## config.mk

```make
export PLATFORM = sky130hd
export DESIGN_NAME = service_counter_flat
export DESIGN_NICKNAME = d
export VERILOG_FILES = /design/src/rtl/service_counter_if.sv /design/src/rtl/service_counter.sv /design/src/flat_wrapper.sv
export SDC_FILE = /design/constraint.sdc
export NUM_CORES = 1
export LEC_CHECK = 0
export CORE_UTILIZATION = 58
export DETAILED_ROUTE_END_ITERATION = 8
export HOLD_SLACK_MARGIN = 0.08
export PLACE_DENSITY = 0.91
export SYNTH_ARGS = -nofsm -noshare
export SYNTH_HDL_FRONTEND = slang
export SYNTH_SLANG_ARGS = --single-unit
```

## constraint.sdc

```tcl
create_clock -name clk -period 3.9 [get_ports clk]
set_input_delay 0.78 -clock clk [delete_from_list [all_inputs] [get_ports clk]]
set_output_delay 0.78 -clock clk [all_outputs]
set_load 0.005 [all_outputs]
```

## src/rtl/service_counter_if.sv

```systemverilog
// Dispatcher <-> service counter link: load strobe in, status and display out.
interface service_counter_if;
  logic       ld;
  logic [3:0] dn;
  logic [3:0] dt;
  logic       busy;
  logic [3:0] cur_num;
  logic [3:0] remain;
  logic       done;
  logic [7:0] served_cnt;

  modport master (
    output ld, dn, dt,
    input  busy, cur_num, remain, done, served_cnt
  );

  modport slave (
    input  ld, dn, dt,
    output busy, cur_num, remain, done, served_cnt
  );
endinterface

```

## src/rtl/service_counter.sv

```systemverilog
// Teller window: captures a customer on load, counts service time down in
// prescaled units, pulses done and tallies completed customers.
module service_counter #(
  parameter int unsigned TICK_DIV = 50_000_000
) (
  input logic               clk,
  input logic               rst_n,
  service_counter_if.slave  bus
);

  typedef enum logic [1:0] {IDLE, SERVE, DONE} state_e;

  localparam logic [25:0] PRE_LAST = 26'(TICK_DIV - 1);

  state_e      state_q, state_d;
  logic [25:0] pre_q, pre_d;
  logic [3:0]  num_q, num_d;
  logic [3:0]  rem_q, rem_d;
  logic [7:0]  cnt_q, cnt_d;
  logic        busy_q, busy_d;
  logic        done_q, done_d;
  logic        tick;

  assign tick = (pre_q == PRE_LAST);

  always_comb begin
    state_d = state_q;
    pre_d   = '0;
    num_d   = num_q;
    rem_d   = rem_q;
    cnt_d   = cnt_q;
    unique case (state_q)
      IDLE: begin
        if (bus.ld) begin
          num_d   = bus.dn;
          rem_d   = (bus.dt == 4'd0) ? 4'd1 : bus.dt;
          state_d = SERVE;
        end
      end
      SERVE: begin
        pre_d = tick ? 26'd0 : pre_q + 26'd1;
        if (tick) begin
          if (rem_q > 4'd1) begin
            rem_d = rem_q - 4'd1;
          end else begin
            rem_d   = 4'd0;
            state_d = DONE;
          end
        end
      end
      DONE: begin
        if (cnt_q != 8'hff) cnt_d = cnt_q + 8'd1;
        state_d = IDLE;
      end
      default: state_d = IDLE;
    endcase
    // Status flags are registered copies of the next state.
    busy_d = (state_d != IDLE);
    done_d = (state_d == DONE);
  end

  always_ff @(posedge clk or negedge rst_n) begin
    if (!rst_n) begin
      state_q <= IDLE;
      pre_q   <= '0;
      num_q   <= '0;
      rem_q   <= '0;
      cnt_q   <= '0;
      busy_q  <= 1'b0;
      done_q  <= 1'b0;
    end else begin
      state_q <= state_d;
      pre_q   <= pre_d;
      num_q   <= num_d;
      rem_q   <= rem_d;
      cnt_q   <= cnt_d;
      busy_q  <= busy_d;
      done_q  <= done_d;
    end
  end

  assign bus.busy       = busy_q;
  assign bus.done       = done_q;
  assign bus.cur_num    = num_q;
  assign bus.remain     = rem_q;
  assign bus.served_cnt = cnt_q;

endmodule

```

## src/flat_wrapper.sv

```systemverilog
// flat-port wrapper written by rule: the top's interface ports become plain ports
module service_counter_flat 
#(
  parameter int unsigned TICK_DIV = 50_000_000
)
  (clk, rst_n, bus_ld, bus_dn, bus_dt, bus_busy, bus_cur_num, bus_remain, bus_done, bus_served_cnt);
  service_counter_if bus_i ();
  input logic clk;
  input logic rst_n;
  input wire logic [$bits(bus_i.ld)-1:0] bus_ld;
  input wire logic [$bits(bus_i.dn)-1:0] bus_dn;
  input wire logic [$bits(bus_i.dt)-1:0] bus_dt;
  output wire logic [$bits(bus_i.busy)-1:0] bus_busy;
  output wire logic [$bits(bus_i.cur_num)-1:0] bus_cur_num;
  output wire logic [$bits(bus_i.remain)-1:0] bus_remain;
  output wire logic [$bits(bus_i.done)-1:0] bus_done;
  output wire logic [$bits(bus_i.served_cnt)-1:0] bus_served_cnt;
  assign bus_i.ld = bus_ld;
  assign bus_i.dn = bus_dn;
  assign bus_i.dt = bus_dt;
  assign bus_busy = bus_i.busy;
  assign bus_cur_num = bus_i.cur_num;
  assign bus_remain = bus_i.remain;
  assign bus_done = bus_i.done;
  assign bus_served_cnt = bus_i.served_cnt;
  service_counter #(.TICK_DIV(TICK_DIV)) u_core (.clk(clk), .rst_n(rst_n), .bus(bus_i));
endmodule
```

Word-level counts from Yosys, hierarchy flattened:

Cells that the tools add are included.

* order comparisons: 1
* shift-type cells: 0
* mux-type cells: 11
* reductions and logical operators: 7
* bitwise gates (word level): 0
* divide/modulo/power cells: 0
* multiply operators: 0
* equal/unequal tests: 7
* $add $sub $neg: 3

Operator list (count)
* two-way mux 26 bit: 2
* adder 26 x 1 -> 26 bit (second input constant): 1
* == test 26 bit (second input constant): 1
* two-way mux 4 bit: 4
* adder 8 x 1 -> 8 bit (second input constant): 1
* inequality test 8 bit (second input constant): 1
* case mux 4 bit (2 select lines): 1
* two-way mux 2 bit: 3
* == test 2 bit (second input constant): 2
* greater-than comparator 4 x 1 -> 1 bit (second input constant): 1
* logical NOT 4 bit: 1
* case mux 2 bit (2 select lines): 1
* AND reduction 2 bit: 2
* nonzero test 2 bit: 2
* subtractor 4 x 1 -> 4 bit (second input constant): 1
* AND reduction 3 bit: 1
* == test 2 x 1 -> 1 bit (second input constant): 1
* logical NOT 2 bit: 1
* inequality test 2 x 1 -> 1 bit (second input constant): 1
* inequality test 2 bit (second input constant): 1

* bits in read-only memories: 0
* memories kept: 0
* bits in latches: 0
* flip-flop bits (word level): 46
* bits in writable memories: 0

Depth between registers and ports, before layout:

Gate-level depths: netlist of the first run.

* word-level depth: 5
* depth in mapped cells: 7
* mapped depth without buffers: 6

Least setup slack after synthesis of the first run:

OpenSTA, ideal clock, no wires.

* kind: reg-to-reg
* start: register u_core.pre_q[10]
* end: register u_core.rem_q[0] (netlist: u_core.bus.remain[0])
* buffers on the path: 1
* period minus slack after synthesis: 1879 ps
* required time: 3831 ps
* setup slack: 2021 ps
* stages on the path, launching flop included: 7
* library setup time: 69 ps
* arrival: 1810 ps
* cells stage by stage: dfrtp_1 -> nor4b_2 -> nand4_1 -> or4_1 -> buf_2 -> or3_1 -> nand3_1

* longest elaborated chain between the ends: 3

RTL lines
* start, declared: line service_counter.sv:16 `logic [25:0] pre_q, pre_d;`
* start signal, assigned: line service_counter.sv:73 `pre_q <= pre_d;`
* == test 26 bit: line service_counter.sv:24 `assign tick = (pre_q == PRE_LAST);`
* inequality test 2 x 1 -> 1 bit (no line)
* AND reduction 3 bit (no line)
* end signal, assigned: line service_counter.sv:75 `rem_q <= rem_d;`
* end, declared: line service_counter.sv:18 `logic [3:0] rem_q, rem_d;`

Every way passes these cells.
A chain may end at the register's enable or synchronous reset.

Worst setup path in the final report of the first run:

* start: register u_core.pre_q[10]
* end: register u_core.state_q[0]

* longest elaborated chain between the ends: 3

RTL lines
* == test 26 bit: line service_counter.sv:24
* two-way mux 2 bit: line service_counter.sv:42 `if (tick) begin`
* case mux 2 bit (2 select lines): line service_counter.sv:32 `unique case (state_q)`
* named net u_core.state_d[0]: line service_counter.sv:15 `state_e state_q, state_d;`
* end signal, assigned: line service_counter.sv:72 `state_q <= state_d;`
* end, declared: line service_counter.sv:15

The timed path passes the listed nets, and every way through them passes these cells.

==> impl_metrics.env, run 1 <==
export IMPL_status="finished, final reports clean"
export IMPL_gr_total_overflow=0
export IMPL_cts_buffers=5
export IMPL_clock_path_buffers=2
export IMPL_synth_distinct_cells=32
export IMPL_syn_area_per_cell_sq_um=9.74
export IMPL_crit_chain="nor4b_2 > nand4_1 > or4_1 > nand2_1 > nand3_1"
export IMPL_cts_tree="built"
export IMPL_async_flop_share_pct=100
export IMPL_drv_cap=0
export IMPL_fin_crit_ns=2.32
export IMPL_ys_top_cells_by_count="dfrtp_1, nor2_1, nand2_1"
export IMPL_yosys_warnings=0
export IMPL_hp_class="flop to flop"
export IMPL_drc=0
export IMPL_start_util_pct=63.2
export IMPL_worstSetupPathType="flop to flop"
export IMPL_slowest_delay_ns=0.63
export IMPL_grt_pass1_vias=1705
export IMPL_synth_seq_cells=46
export IMPL_ir_worst_vdd_mv=0.242
export IMPL_fin_area_sq_mm=0.00257
export IMPL_critPathCaptureType="flop"
export IMPL_post_cts_resized=0
export IMPL_antenna_left=0
export IMPL_crit_fanout=21
export IMPL_vias_per_cell=5.72
export IMPL_fp_row_count=21
export IMPL_syn_area_sq_mm=0.00219
export IMPL_synth_top_area_share_pct=52.5
export IMPL_slew_violations=0
export IMPL_synth_nets=240
export IMPL_drt_wl_total_um=4470
export IMPL_finalCritPeriodShare_pct=59.5
export IMPL_coreArea_sq_mm=0.00347
export IMPL_crit_path_start_kind="flop"
export IMPL_fin_skew_ns=0.00599
export IMPL_num_antenna_cells=0
export IMPL_cts_root_buffer="clkbuf_8"
export IMPL_vias=1715
export IMPL_dieWidth_um=63.5
export IMPL_cts_setup_buffers=0
export IMPL_hold_viol=0
export IMPL_drt_iter0_drc=150
export IMPL_cts_sinks=46
export IMPL_placed_area_sq_mm=0.00250
export IMPL_leakagePower_nw=1.15
export IMPL_die_area_sq_mm=0.00403
export IMPL_crit_path_top_delay_cell="or4_1"
export IMPL_htree_levels=2
export IMPL_area_growth_pct=17.5
export IMPL_gp_congestion=0.900
export IMPL_portBuffers=28
export IMPL_crit_arrival_ns=2.46
export IMPL_worst_skew_pair_late_latency_ns=0.29
export IMPL_holdBufCountCts=0
export IMPL_yosysMostFrequentCell="dfrtp_1"
export IMPL_final_nets=269
export IMPL_fill_cells=256
export IMPL_antenna_found_initial=0
export IMPL_crit_required_ns=4.04
export IMPL_synth_edf_count=0
export IMPL_reg2reg_slack_ns=1.58
export IMPL_ios=29
export IMPL_max_slew_margin_rel_pct=34.0
export IMPL_drt_pass1_iterations=4
export IMPL_grt_total_usage_pct=25.7
export IMPL_timing_setup_tns_ns=0
export IMPL_path_clk_slew_ns=0.08
export IMPL_wl_per_cell_um=14.9
export IMPL_worst_slew_pin_slew_ns=0.990
export IMPL_synth_area_leaders="dfrtp_1, xor2_1, nor2_1"
export IMPL_rsz0062_at_grt="false"
export IMPL_dpl_hpwl_um=3140
export IMPL_die_h_um=63.5
export IMPL_p_per_area_mw_per_mm2=297
export IMPL_synth_cells=225
export IMPL_synth_top_area_cell="dfrtp_1"
export IMPL_grt_first_pass_wirelength_um=7890
export IMPL_drive_gt1_share_pct=3.54
export IMPL_synth_flop_cell="dfrtp_1"
export IMPL_ys_seq_area_share_pct=52.5
export IMPL_setup_viol=0
export IMPL_fmax_mhz=431
export IMPL_grt_max_degree=47
[worst paths after layout]
path	startpoint	cells after the start	endpoint
setup reg to reg	u_core.pre_q[10]	5	u_core.state_q[0]
hold reg to reg	u_core.bus.cur_num[3]	2	u_core.bus.cur_num[3]
max in group asynchronous	rst_n	1	u_core.pre_q[7]
hold / removal	u_core.bus.cur_num[3]	2	u_core.bus.cur_num[3]
setup / recovery	u_core.pre_q[10]	5	u_core.state_q[0]
min in group asynchronous	rst_n	1	u_core.bus.cur_num[2]
[cell type report]
| type | count | area [sq um] | share of cell area, % |
|---|---|---|---|
| Multi-Input combinational cell | 166 | 988 | 38.4 |
| Inverter | 7 | 26.3 | 1.02 |
| Clock buffer | 7 | 76.3 | 2.96 |
| Timing Repair Buffer | 28 | 275 | 10.7 |
| Tap cell | 46 | 57.6 | 2.24 |
| Sequential cell | 46 | 1150 | 44.7 |
[registers in the layout, summed over array words and instances, names as in the netlist]
register	cells
u_core.bus.busy	1
u_core.bus.done	1
u_core.pre_q	26
u_core.bus.cur_num	4
u_core.state_q	2
u_core.bus.remain	4
u_core.bus.served_cnt	8
[power breakdown]
part           switching, mW  internal, mW  total, mW
Sequential                 0         0.477      0.477
Combinational         0.0105       0.00841     0.0189
Clock                  0.145         0.123      0.268
Total                  0.155         0.608      0.764
[metal layers]
layer | share of wire, % | GRT usage, % | up-vias
li1 | - | - | 833
met1 | 45 | 34.9 | 821
met2 | 49 | 40.2 | 51
met3 | 4.9 | 6.16 | 10
met4 | 1.8 | 9.38 | 0
met5 | 0 | 0 | -
[cell usage in the layout (no fill, tap or decap), types with 3 or more instances in the layout]
master           Yosys  routed
nand3_1             21      21
nand4_1             14      14
nor3_1               7       7
xor2_1              17      17
dfrtp_1             46      46
o31ai_1              3       3
ha_1                 4       4
nand2_1             27      27
clkbuf_8             0       5
xnor2_1             11      11
and3_1               3       3
nor2_1              33      33
clkdlybuf4s50_1      0      27
or3_1                4       4
inv_1                7       7
[through the flow]
step                      power, mW  setup slack, ns  cells  util [%]  hold WS [ns]
after floorplan               0.486             2.02    225         -         0.443
after global placement        0.505             1.65    293      72.0         0.456
after detailed placement      0.505             1.57    293      72.0         0.470
after CTS                     0.768             1.57    300      74.2         0.490
after global routing          0.793             1.43    300      74.2         0.513
final                         0.764             1.58    300      74.2         0.485
[critical path, delay by kind of cell (launching register included)]
family | cells | cell delay (ns)
flops | 1 | 0.43
simple gates | 5 | 1.75
[cells by family (layout without fill, tap and decap cells)]
logic type | count (synthesis) | after routing | synth area share (%)
buffers and inverters | 13 | 42 | 2.40
AND/OR/NAND/NOR | 121 | 121 | 27.1
adder cells (fa/ha/maj) | 4 | 4 | 2.28
flip-flops | 46 | 46 | 52.5
multiplexers | 1 | 1 | 0.514
XOR/XNOR | 28 | 28 | 11.2
AO/OA/AOI/OAI | 12 | 12 | 4.00
(Power assumes the default switching activity.)
==> run 2: changes to the inputs <==
CORE_UTILIZATION = 54   (was 58)
PLACE_DENSITY = 0.86   (was 0.91)
clock period = 2.4 ns   (was 3.9 ns; I/O delays follow)
==> run 2 against run 1 <==
- global-route usage fell by 2.4 points
- core utilization fell by 4.7 points
- via count rose by 1.3%
- count of clock-buffer cells in the layout did not move
- combinational power rose by 76%
- largest power group unchanged
- non-clock buffer count rose by 4
- wire length fell by 2.6%
==> impl_metrics.env, run 2 (synthesis results as in run 1) <==
export IMPL_status="finished, final reports clean"
export IMPL_worst_skew_pair_late_latency_ns=0.30
export IMPL_multi_input_area_sq_um=988
export IMPL_wl_per_cell_um=14.2
export IMPL_ff_latch_area_sq_mm=0.00115
export IMPL_layout_common_cells="dfrtp_1, nor2_1, nand2_1, clkdlybuf4s50_1, nand3_1"
export IMPL_crit_fanout=10
export IMPL_drt_iter0_drc=104
export IMPL_drive_gt1_share_pct=5.79
export IMPL_holdWs_ns=0.136
export IMPL_hold_viol=0
export IMPL_crit_path_start_kind="flop"
export IMPL_vias=1738
export IMPL_area_growth_pct=19.6
export IMPL_hp_class="primary input to async pin"
export IMPL_drt_pass1_iterations=4
export IMPL_crit_required_ns=2.63
export IMPL_finalCritPeriodShare_pct=87.3
export IMPL_layout_commonest_cell="dfrtp_1"
export IMPL_drv_cap=0
export IMPL_post_cts_resized=0
export IMPL_drt_wl_total_um=4360
export IMPL_clock_path_buffers=2
export IMPL_antenna_found_initial=0
export IMPL_leakagePower_nw=1.18
export IMPL_grt_first_pass_wirelength_um=7550
export IMPL_dieWidth_um=65.7
export IMPL_grt_pass1_vias=1658
export IMPL_slew_violations=0
export IMPL_start_util_pct=58.1
export IMPL_worst_slew_pin_slew_ns=0.591
export IMPL_max_slew_margin_rel_pct=60.3
export IMPL_largest_register_ffs=26
export IMPL_critPathCaptureType="flop"
export IMPL_cts_sinks=46
export IMPL_layout_cells_non_filler=307
export IMPL_portBuffers=28
export IMPL_final_nets=273
export IMPL_path_clk_slew_ns=0.08
export IMPL_cts_buffers=5
export IMPL_timing_setup_tns_ns=0
export IMPL_holdBufCountCts=0
export IMPL_crit_arrival_ns=2.32
export IMPL_dpl_hpwl_um=3170
export IMPL_regMostFlops="u_core.pre_q"
export IMPL_antenna_left=0
export IMPL_htree_levels=2
export IMPL_dp_cells=299
export IMPL_gp_congestion=0.906
export IMPL_cts_root_buffer="clkbuf_8"
export IMPL_fp_row_count=22
export IMPL_rsz0062_at_grt="false"
export IMPL_cts_tree="built"
export IMPL_num_antenna_cells=0
export IMPL_coreArea_sq_mm=0.00377
export IMPL_gr_total_overflow=0
export IMPL_ios=29
export IMPL_fmax_mhz=477
export IMPL_drc=0
export IMPL_cts_setup_buffers=0
export IMPL_fill_cells=273
export IMPL_die_area_sq_mm=0.00432
export IMPL_grt_max_degree=23
export IMPL_grt_total_usage_pct=23.3
export IMPL_fin_skew_ns=0.00683
export IMPL_fin_crit_ns=2.10
export IMPL_ir_worst_vdd_mv=0.433
export IMPL_vias_per_cell=5.66
export IMPL_p_per_area_mw_per_mm2=489
export IMPL_setup_viol=0
export IMPL_die_h_um=65.7
export IMPL_worstSetupPathType="flop to flop"
## run 2: changes by cell type in the layout (fill, tap and decap cells not counted)
cell and change:
clkbuf_1 -1, buf_4 +4, clkbuf_8 +1, clkinv_2 +1
## run 2: through the flow
stage	total power [mW]	util (%)	cell area, sq um	setup WS, ns
finish	1.28	69.5	2620	0.305
global route	1.33	69.5	2620	0.185
CTS	1.29	69.5	2620	0.311
detailed placement	0.824	67.1	2530	0.349
global placement	0.824	67.1	2530	0.372
floorplan	0.790	-	2190	0.521
## run 2: cell type report
type	count	area share, %
Inverter	7	1.00
Tap cell	48	2.29
Multi-Input combinational cell	166	37.7
Sequential cell	46	43.9
Clock inverter	1	0.191
Clock buffer	7	3.29
Timing Repair Buffer	32	11.6
## run 2: power breakdown
part | switching, mW | internal (mW)
logic | 0.0176 | 0.0158
registers | 0 | 0.774
clock network | 0.243 | 0.232
## run 2: worst paths after layout
check | start | endpoint | slack, ns | cells after the start
min reg2reg | u_core.pre_q[0] | u_core.pre_q[0] | 0.48 | 1
min in group clk | u_core.pre_q[0] | u_core.pre_q[0] | 0.48 | 1
max reg2reg | u_core.pre_q[10] | u_core.bus.remain[0] | 0.30 | 5
max in group asynchronous | rst_n | u_core.bus.served_cnt[7] | 1.70 | 2
min | rst_n | u_core.pre_q[11] | 0.14 | 1
max | u_core.pre_q[10] | u_core.bus.remain[0] | 0.30 | 5
## run 2: worst max-delay path, cell delays in order (launching register included)
cell     delay, ns
dfrtp_1       0.43
nor4b_2       0.30
nand4_1       0.14
or4_1         0.70
or3_1         0.37
nand3_1       0.09
## run 2: layer usage
layer	vias to the layer above	share of wire, %	track usage [%]	routed length (um)
met3	8	4.8	4.86	210
met2	46	47	37.0	2070
met1	837	46	31.5	2000
met5	-	0	0	0
li1	847	-	-	-
met4	0	1.8	8.15	78
==> run 3: changes to the inputs <==
HOLD_SLACK_MARGIN = not set   (was 0.08)
==> results of run 3 <==
Final layout, timing and power as in run 2 (identical DEF).
